==> src/rtl/seg7_pkg.sv <==
// Shared glyph constants, digit-index type and glyph lookup for the
// four-digit multiplexed seven-segment scanner.
package seg7_pkg;

  typedef logic [1:0] digit_idx_t;

  // Active-low segment patterns, bit 0 = a ... bit 6 = g.
  localparam logic [6:0] GLYPH_0     = 7'h40;
  localparam logic [6:0] GLYPH_1     = 7'h79;
  localparam logic [6:0] GLYPH_2     = 7'h24;
  localparam logic [6:0] GLYPH_3     = 7'h30;
  localparam logic [6:0] GLYPH_4     = 7'h19;
  localparam logic [6:0] GLYPH_5     = 7'h12;
  localparam logic [6:0] GLYPH_6     = 7'h02;
  localparam logic [6:0] GLYPH_7     = 7'h78;
  localparam logic [6:0] GLYPH_8     = 7'h00;
  localparam logic [6:0] GLYPH_9     = 7'h10;
  localparam logic [6:0] GLYPH_A     = 7'h08;
  localparam logic [6:0] GLYPH_B     = 7'h03;
  localparam logic [6:0] GLYPH_C     = 7'h46;
  localparam logic [6:0] GLYPH_D     = 7'h21;
  localparam logic [6:0] GLYPH_E     = 7'h06;
  localparam logic [6:0] GLYPH_F     = 7'h0E;
  localparam logic [6:0] GLYPH_BLANK = 7'h7F;

  localparam logic [7:0] SEG_OFF  = 8'hFF;
  localparam logic [3:0] SEL_NONE = 4'hF;

  function automatic logic [6:0] glyph(input logic [3:0] nib);
    logic [6:0] g;
    unique case (nib)
      4'h0:    g = GLYPH_0;
      4'h1:    g = GLYPH_1;
      4'h2:    g = GLYPH_2;
      4'h3:    g = GLYPH_3;
      4'h4:    g = GLYPH_4;
      4'h5:    g = GLYPH_5;
      4'h6:    g = GLYPH_6;
      4'h7:    g = GLYPH_7;
      4'h8:    g = GLYPH_8;
      4'h9:    g = GLYPH_9;
      4'hA:    g = GLYPH_A;
      4'hB:    g = GLYPH_B;
      4'hC:    g = GLYPH_C;
      4'hD:    g = GLYPH_D;
      4'hE:    g = GLYPH_E;
      default: g = GLYPH_F;
    endcase
    return g;
  endfunction

endpackage

==> src/rtl/seg7_decode.sv <==
// Combinational nibble-to-segment decoder with blanking and decimal point.
module seg7_decode
  import seg7_pkg::*;
(
  input  logic [3:0] nibble,
  input  logic       blank,
  input  logic       dp,
  output logic [7:0] seg
);

  logic [6:0] body;

  always_comb begin
    body = blank ? GLYPH_BLANK : glyph(nibble);
    seg  = {~dp, body};
  end

endmodule

==> src/rtl/seg7_scan.sv <==
// Four-digit multiplexed seven-segment scanner: slot counter, digit index,
// frame-synchronous shadow register, leading-zero blanking, registered outputs.
module seg7_scan
  import seg7_pkg::*;
#(
  parameter logic [15:0] SCAN_DIV = 16'd24_999,
  parameter logic        LZB      = 1'b1
) (
  input  logic        clk,
  input  logic        rst,
  input  logic        en,
  input  logic [15:0] disp_num,
  input  logic [3:0]  dp_mask,
  output logic [7:0]  seg,
  output logic [3:0]  sel
);

  logic [15:0] cnt_q;
  digit_idx_t  idx_q;
  logic [15:0] shadow_q;
  logic [7:0]  seg_q;
  logic [3:0]  sel_q;

  logic        slot_end;
  logic        frame_end;
  logic [3:0]  cur_nibble;
  logic        lead_zero;
  logic        cur_blank;
  logic        cur_dp;
  logic [7:0]  dec_seg;
  logic [3:0]  cur_sel;

  assign slot_end  = (cnt_q == SCAN_DIV);
  assign frame_end = slot_end && (idx_q == 2'd3);

  always_comb begin
    cur_nibble = 4'h0;
    lead_zero  = 1'b0;
    unique case (idx_q)
      2'd0: begin
        cur_nibble = shadow_q[3:0];
        lead_zero  = 1'b0;
      end
      2'd1: begin
        cur_nibble = shadow_q[7:4];
        lead_zero  = (shadow_q[15:4] == 12'h000);
      end
      2'd2: begin
        cur_nibble = shadow_q[11:8];
        lead_zero  = (shadow_q[15:8] == 8'h00);
      end
      default: begin
        cur_nibble = shadow_q[15:12];
        lead_zero  = (shadow_q[15:12] == 4'h0);
      end
    endcase
  end

  // dp follows the live mask so it can change mid-frame.
  always_comb begin
    cur_blank = LZB && lead_zero;
    cur_dp    = dp_mask[idx_q];
    cur_sel   = ~(4'b0001 << idx_q);
  end

  seg7_decode u_decode (
    .nibble (cur_nibble),
    .blank  (cur_blank),
    .dp     (cur_dp),
    .seg    (dec_seg)
  );

  always_ff @(posedge clk) begin
    if (rst) begin
      cnt_q    <= 16'h0000;
      idx_q    <= 2'd0;
      shadow_q <= 16'h0000;
      seg_q    <= SEG_OFF;
      sel_q    <= SEL_NONE;
    end else begin
      cnt_q <= slot_end ? 16'h0000 : cnt_q + 16'd1;
      if (slot_end) begin
        idx_q <= idx_q + 2'd1;
      end
      if (frame_end) begin
        shadow_q <= disp_num;
      end
      if (en) begin
        seg_q <= dec_seg;
        sel_q <= cur_sel;
      end else begin
        seg_q <= SEG_OFF;
        sel_q <= SEL_NONE;
      end
    end
  end

  assign seg = seg_q;
  assign sel = sel_q;

endmodule
==> config.mk <==
export PLATFORM = sky130hd
export DESIGN_NAME = seg7_scan
export DESIGN_NICKNAME = d
export VERILOG_FILES = /design/src/rtl/seg7_pkg.sv /design/src/rtl/seg7_decode.sv /design/src/rtl/seg7_scan.sv
export SDC_FILE = /design/constraint.sdc
export NUM_CORES = 1
export LEC_CHECK = 0
export CAP_MARGIN = 20
export CORE_MARGIN = 1
export CORE_UTILIZATION = 57
export CTS_CLUSTER_DIAMETER = 40
export DETAILED_ROUTE_END_ITERATION = 10
export PLACE_DENSITY = 0.85
export SYNTH_ARGS = -nofsm -noshare
export SYNTH_HDL_FRONTEND = slang
export SYNTH_HIERARCHICAL = 1
export SYNTH_SLANG_ARGS = --single-unit
export TNS_END_PERCENT = 50
==> constraint.sdc <==
create_clock -name clk -period 7.5 [get_ports clk]
set_clock_uncertainty 0.2 [all_clocks]
set_input_delay 1.5 -clock clk [delete_from_list [all_inputs] [get_ports clk]]
set_output_delay 1.5 -clock clk [all_outputs]
set_load 0.01 [all_outputs]
### Word-level counts from Yosys, hierarchy flattened

Memories as Yosys holds them, arrays and structs flattened. A register that Yosys moved wholly into a read port is not among the register bits.
Cells that the tools add are included.

* memory bits (writable): 0
* output and inout bits: 12
* bits in latches: 0
* input bits: 23
* register bits: 39
* memory bits (read-only): 112
* memories: 1
* word-level logic and storage cells: 29

Memories
* (name not given): depth 16, width 7, rd ports 1, clocked after memory_dff 1, wr ports 0, RTL line seg7_pkg.sv:31 `unique case (nib)`

* div/mod/pow operators: 0
* mux-type cells: 4
* bitwise gates (word level): 3
* $mul: 0
* add/sub/neg operators: 2
* equal/unequal tests: 4
* reduce and logical (&&, ||, !) cells: 8
* shift operators: 1
* $lt $le $gt $ge: 1

Operator list (number)
* $add 16x1->16 const B: 1
* $eq 16x15->1 const B: 1
* $logic_not 12->1: 1
* $pmux 4 s3: 1
* $logic_not 8->1: 1
* $eq 2x2->1 const B: 2
* $logic_not 4->1: 1
* $not 4->4: 1
* $reduce_or 2->1: 2
* $shl 1x2->4 const A: 1
* $lt 2x3->1 const B: 1
* $pmux 1 s3: 1
* $reduce_or 3->1: 1
* $add 2x1->2 const B: 1
* $bmux 1 s2: 1
* $eq 2x1->1 const B: 1
* $logic_not 2->1: 1
* $not 1->1: 2
* $logic_and 1x1->1: 1
* $mux 1: 1

### Depth between registers and ports, before layout

* word-level depth: 3
* mapped depth: 9
* mapped depth without buffers: 9

### Modules after synthesis

Netlist, hierarchy kept.

By module, submodules not included
* seg7_scan: area each 1901.8 sq um, cells an instance 194, sequential area each 920.9 sq um, times used 1
* seg7_decode: area each 302.8 sq um, cells an instance 36, sequential area each 0.0 sq um, times used 1

### Worst setup path after synthesis

OpenSTA, ideal clock, no wires.

* path type: register to register
* start: reg idx_q[0]
* end: reg seg_q[1], in the netlist seg[1]
* stages on the path, launching flop included: 9
* setup slack: 4.740 ns
* arrival: 2.434 ns
* library setup time: 0.126 ns
* required time: 7.174 ns
* buffers on the path: 1
* path through: dfxtp_1 > ha_1 > clkbuf_1 > mux2i_1 > inv_1 > ha_1 > or2_2 > a311o_1 > nand2b_1

* elaborated cells between the ends (all ways): 6

RTL lines
* start, declared: RTL line seg7_scan.sv:19 `digit_idx_t idx_q;`
* start signal, assigned: RTL line seg7_scan.sv:83 `idx_q <= idx_q + 2'd1;`
* $eq 2x2->1 (tied with other cells): RTL line seg7_scan.sv:39 `unique case (idx_q)`
* $pmux 4 s3 *: RTL line seg7_scan.sv:39
* named net cur_nibble[0]: RTL line seg7_scan.sv:26 `logic [3:0] cur_nibble;`
* end, declared: RTL line seg7_scan.sv:21 `logic [7:0] seg_q;`

The timed path passes the listed nets; every way through them passes the cells marked *.
A chain may end at the register's enable or synchronous reset.

### Final worst setup path

* start: in rst
* end: reg seg_q[5], in the netlist seg[5]

* word-level cells in the longest chain between the ends: 1

RTL lines
* start, declared: RTL line seg7_scan.sv:10 `input logic rst,`
* $reduce_or 3->1 (no line)

No other way between the ends.

==> impl_metrics.py <==
metrics = {
    "yosys": {
        "avgSynthCellArea_sq_um": 9.585,
        "synth_edf_count": 0,
        "ys_ff_latch": 46,
        "synth_nets": 266,
        "async_flop_share_pct": 0,
        "syn_inst": 230,
        "yosysUniqueCellTypes": 33,
        "synthTopCellsByArea": "dfxtp_1 42%, mux2i_1 11%, ha_1 7.4%, nor2_1 6.8%, xnor2_1 5.2%",
        "seq_area_frac_synth_pct": 41.77,
        "synthTopCellsByCount": "46 x dfxtp_1, 40 x nor2_1, 24 x mux2i_1, 14 x inv_1",
        "synthFlopType": "dfxtp_1",
        "syn_area_sq_mm": 0.002205,
        "yosys_warnings": 6,
        "yosysMostFrequentCell": "dfxtp_1",
        "synth_top_area_share_pct": 41.77,
        "synth.largest_area_cell": "dfxtp_1",
    },
    "drt": {
        "firstDrtPassIters": 7,
        "ant_nets": 0,
        "drc": 0,
        "drtIter0Drc": 107,
        "vias": 1712,
        "vias_per_cell": 5.470,
        "postRouteWirelength_microns": 4434,
        "wire_per_inst_microns": 14.17,
    },
    "global_routing": {
        "grt_first_pass_wirelength_microns": 7555,
        "grt_max_degree": 22,
        "antenna_found_initial": 0,
        "grt_busiest_layer": "met2",
        "met1_usage_pct": 27.46,
        "grt_overflow_total": 0,
        "grt_use_met2_pct": 42.15,
        "use_met3_pct": 3.929,
        "grt_pass1_vias": 1653,
        "gr-usage-all-layers_pct": 23.72,
    },
    "hold_path": {
        "hold_path_depth": 1,
        "hold_start": "cnt_q[0]",
        "hp-class": "reg2reg",
        "whs_endpoint": "cnt_q[0]",
    },
    "floorplanning": {
        "dieArea_sq_mm": 0.004120,
        "die-width_microns": 64.19,
        "row_count": 22,
        "core_area_sq_mm": 0.003689,
        "start_util_pct": 59.77,
        "io_pins": 35,
        "die_h_microns": 64.19,
    },
    "timing": {
        "drv_slew": 0,
        "fin_ws_ps": 4283,
        "fin_crit_ps": 3217,
        "timing.final.crit_share_pct": 42.90,
        "tns_ps": 0,
        "fmax_mhz": 310.8,
        "rsz0062_at_grt": "no",
        "setup_viol": 0,
        "relSlewSlack_pct": 46.86,
        "final-hold-violation-count": 0,
        "tightest_slew_ps": 774.9,
    },
    "clock_tree": {
        "clk-insertion-delay-late_ps": 300,
        "clock_path_buffers": 2,
        "cts_tree": "built",
        "cts_inserted_buffers": 5,
        "post_cts_resized": 0,
        "post_cts_buffers": 0,
        "cts.sinks": 46,
        "cts.htree.levels": 2,
        "clk_pin_slew_worst_paths_ps": 80,
        "clockRootBuffer": "clkbuf_8",
        "cts_hold_buf": 0,
    },
    "placed_design": {
        "place.detailed.hpwl_microns": 3005,
        "place_congestion": 0.7921,
        "place_area_sq_mm": 0.002555,
        "io_buffers": 34,
        "dp_cells": 304,
        "post-place-ws_ps": 3905,
    },
    "flow_run": {
        "cap_violations": 0,
    },
    "power": {
        "power.share.clock_pct": 44.0,
        "p_sw_mw": 0.09426,
        "p_per_area_mw_per_mm2": 182.0,
        "comb_power_share_pct": 5.2,
        "leakage_nw": 0.9843,
        "p_sw_share_pct": 19.18,
        "internal_power_mw": 0.3973,
        "seq_power_share_pct": 50.8,
        "ir_worst_vdd_v": 0.0001216,
    },
    "critical_path": {
        "rr_startpoint": "idx_q[0]",
        "required_ps": 7470,
        "path_class": "in2reg",
        "cp-end-kind": "flop",
        "start_kind": "primary input",
        "crit_arrival_ps": 3190,
        "rr_worst_depth": 9,
        "r2r_end": "seg[1]",
        "critical_path.max_fanout": 21,
        "r2r_slack_ps": 4380,
    },
    "cells_and_area": {
        "final_cells": 313,
        "regArea_sq_um": 920.9,
        "area_growth_syn_to_layout_pct": 22.47,
        "stdcell_area_sq_mm": 0.002700,
        "nets": 300,
        "n_antenna_cell": 0,
        "filler_cell_count": 272,
        "drive_gt1_share_pct": 6.038,
        "multi_input_area_sq_mm": 0.001174,
    },
    "outcome": {
        "outcome": "completed",
    },
}
critical path, cell delays in order:
cell             delay (ps)
clkdlybuf4s50_1         800
nor2b_1                 760
nand2b_1                120
cells by family after synthesis:
group / count (synthesis) / synth area share (%)
and+or+nand+nor: 93 / 21.62
DFF: 46 / 41.77
muxes: 27 / 12.94
buffers and inverters: 23 / 4.994
xor gates and xnor gates: 15 / 5.959
AOI/OAI and AO/OA: 13 / 5.335
adders and majority gates: 13 / 7.378
power by group through the flow:
| stage | clock network (mW) | registers [mW] | logic (mW) |
|---|---|---|---|
| after floorplan | 0 | 0.256 | 0.00793 |
| after global placement | 0 | 0.255 | 0.0251 |
| after detailed placement | 0 | 0.255 | 0.0259 |
| after CTS | 0.221 | 0.250 | 0.0261 |
| after global routing | 0.230 | 0.250 | 0.0278 |
| final | 0.216 | 0.249 | 0.0257 |
cells in the final DEF (no fill, tap or decap), drive strengths merged:
cell type and n:
or4 5, a311o 1, nand2b 11, bufinv 2, a32oi 2, dfxtp 46, buf 2, a21o 1
a222oi 4, mux4 1, ha 13, nor2 40, nor2b 3, nor4 7, clkbuf 5, nand2 10
o221ai 1, xnor2 13, clkdlybuf4s50 34, or2 1, mux2i 24, xor2 2, a21oi 1, nand4 6
nor3 5, inv 14, nand3 4, clkinv 1, a221o 2, a211o 1, mux2 2, and3 1
through the flow:
| stage | total power, mW | util, % | hold WS [ps] |
|---|---|---|---|
| 6_report | 0.4915 | 73.20 | 254.1 |
| 5_1_grt | 0.5075 | 73.20 | 297.2 |
| 4_1_cts | 0.4963 | 73.00 | 262.5 |
| 3_5_place_dp | 0.2812 | 69.27 | 251.2 |
| 3_3_place_gp | 0.2802 | 69.27 | 233.3 |
| 2_1_floorplan | 0.2637 | - | 217.5 |
registers in the layout, summed over array words and instances, names as in the netlist:
name	count
shadow_q	16
idx_q	2
cnt_q	16
sel	4
seg	8
cell type report:
cell class                 instances  area share [%]
multi-input combinational        161           43.47
clock inverter                     3           2.549
timing repair buffer              36           13.16
inverter                          14           1.946
tap                               48           2.224
clock buffer                       5           2.549
sequential                        46           34.11
metal layers:
| layer | vias to the layer above | wire length, microns |
|---|---|---|
| li1 | 855 | - |
| met1 | 803 | 1933 |
| met2 | 46 | 2239 |
| met3 | 8 | 184 |
| met4 | 0 | 78 |
| met5 | - | 0 |
worst max path at each step:
stage,depth (start not counted),from,end,slack (ps)
final,3,rst,seg[5],4280
after global routing,3,rst,seg[1],4060
after CTS,3,rst,seg[5],4240
after detailed placement,3,rst,seg[5],3900
after global placement,3,rst,sel[1],4010
after floorplan,8,idx_q[0],seg[1],4740
(Power assumes the default switching activity.)
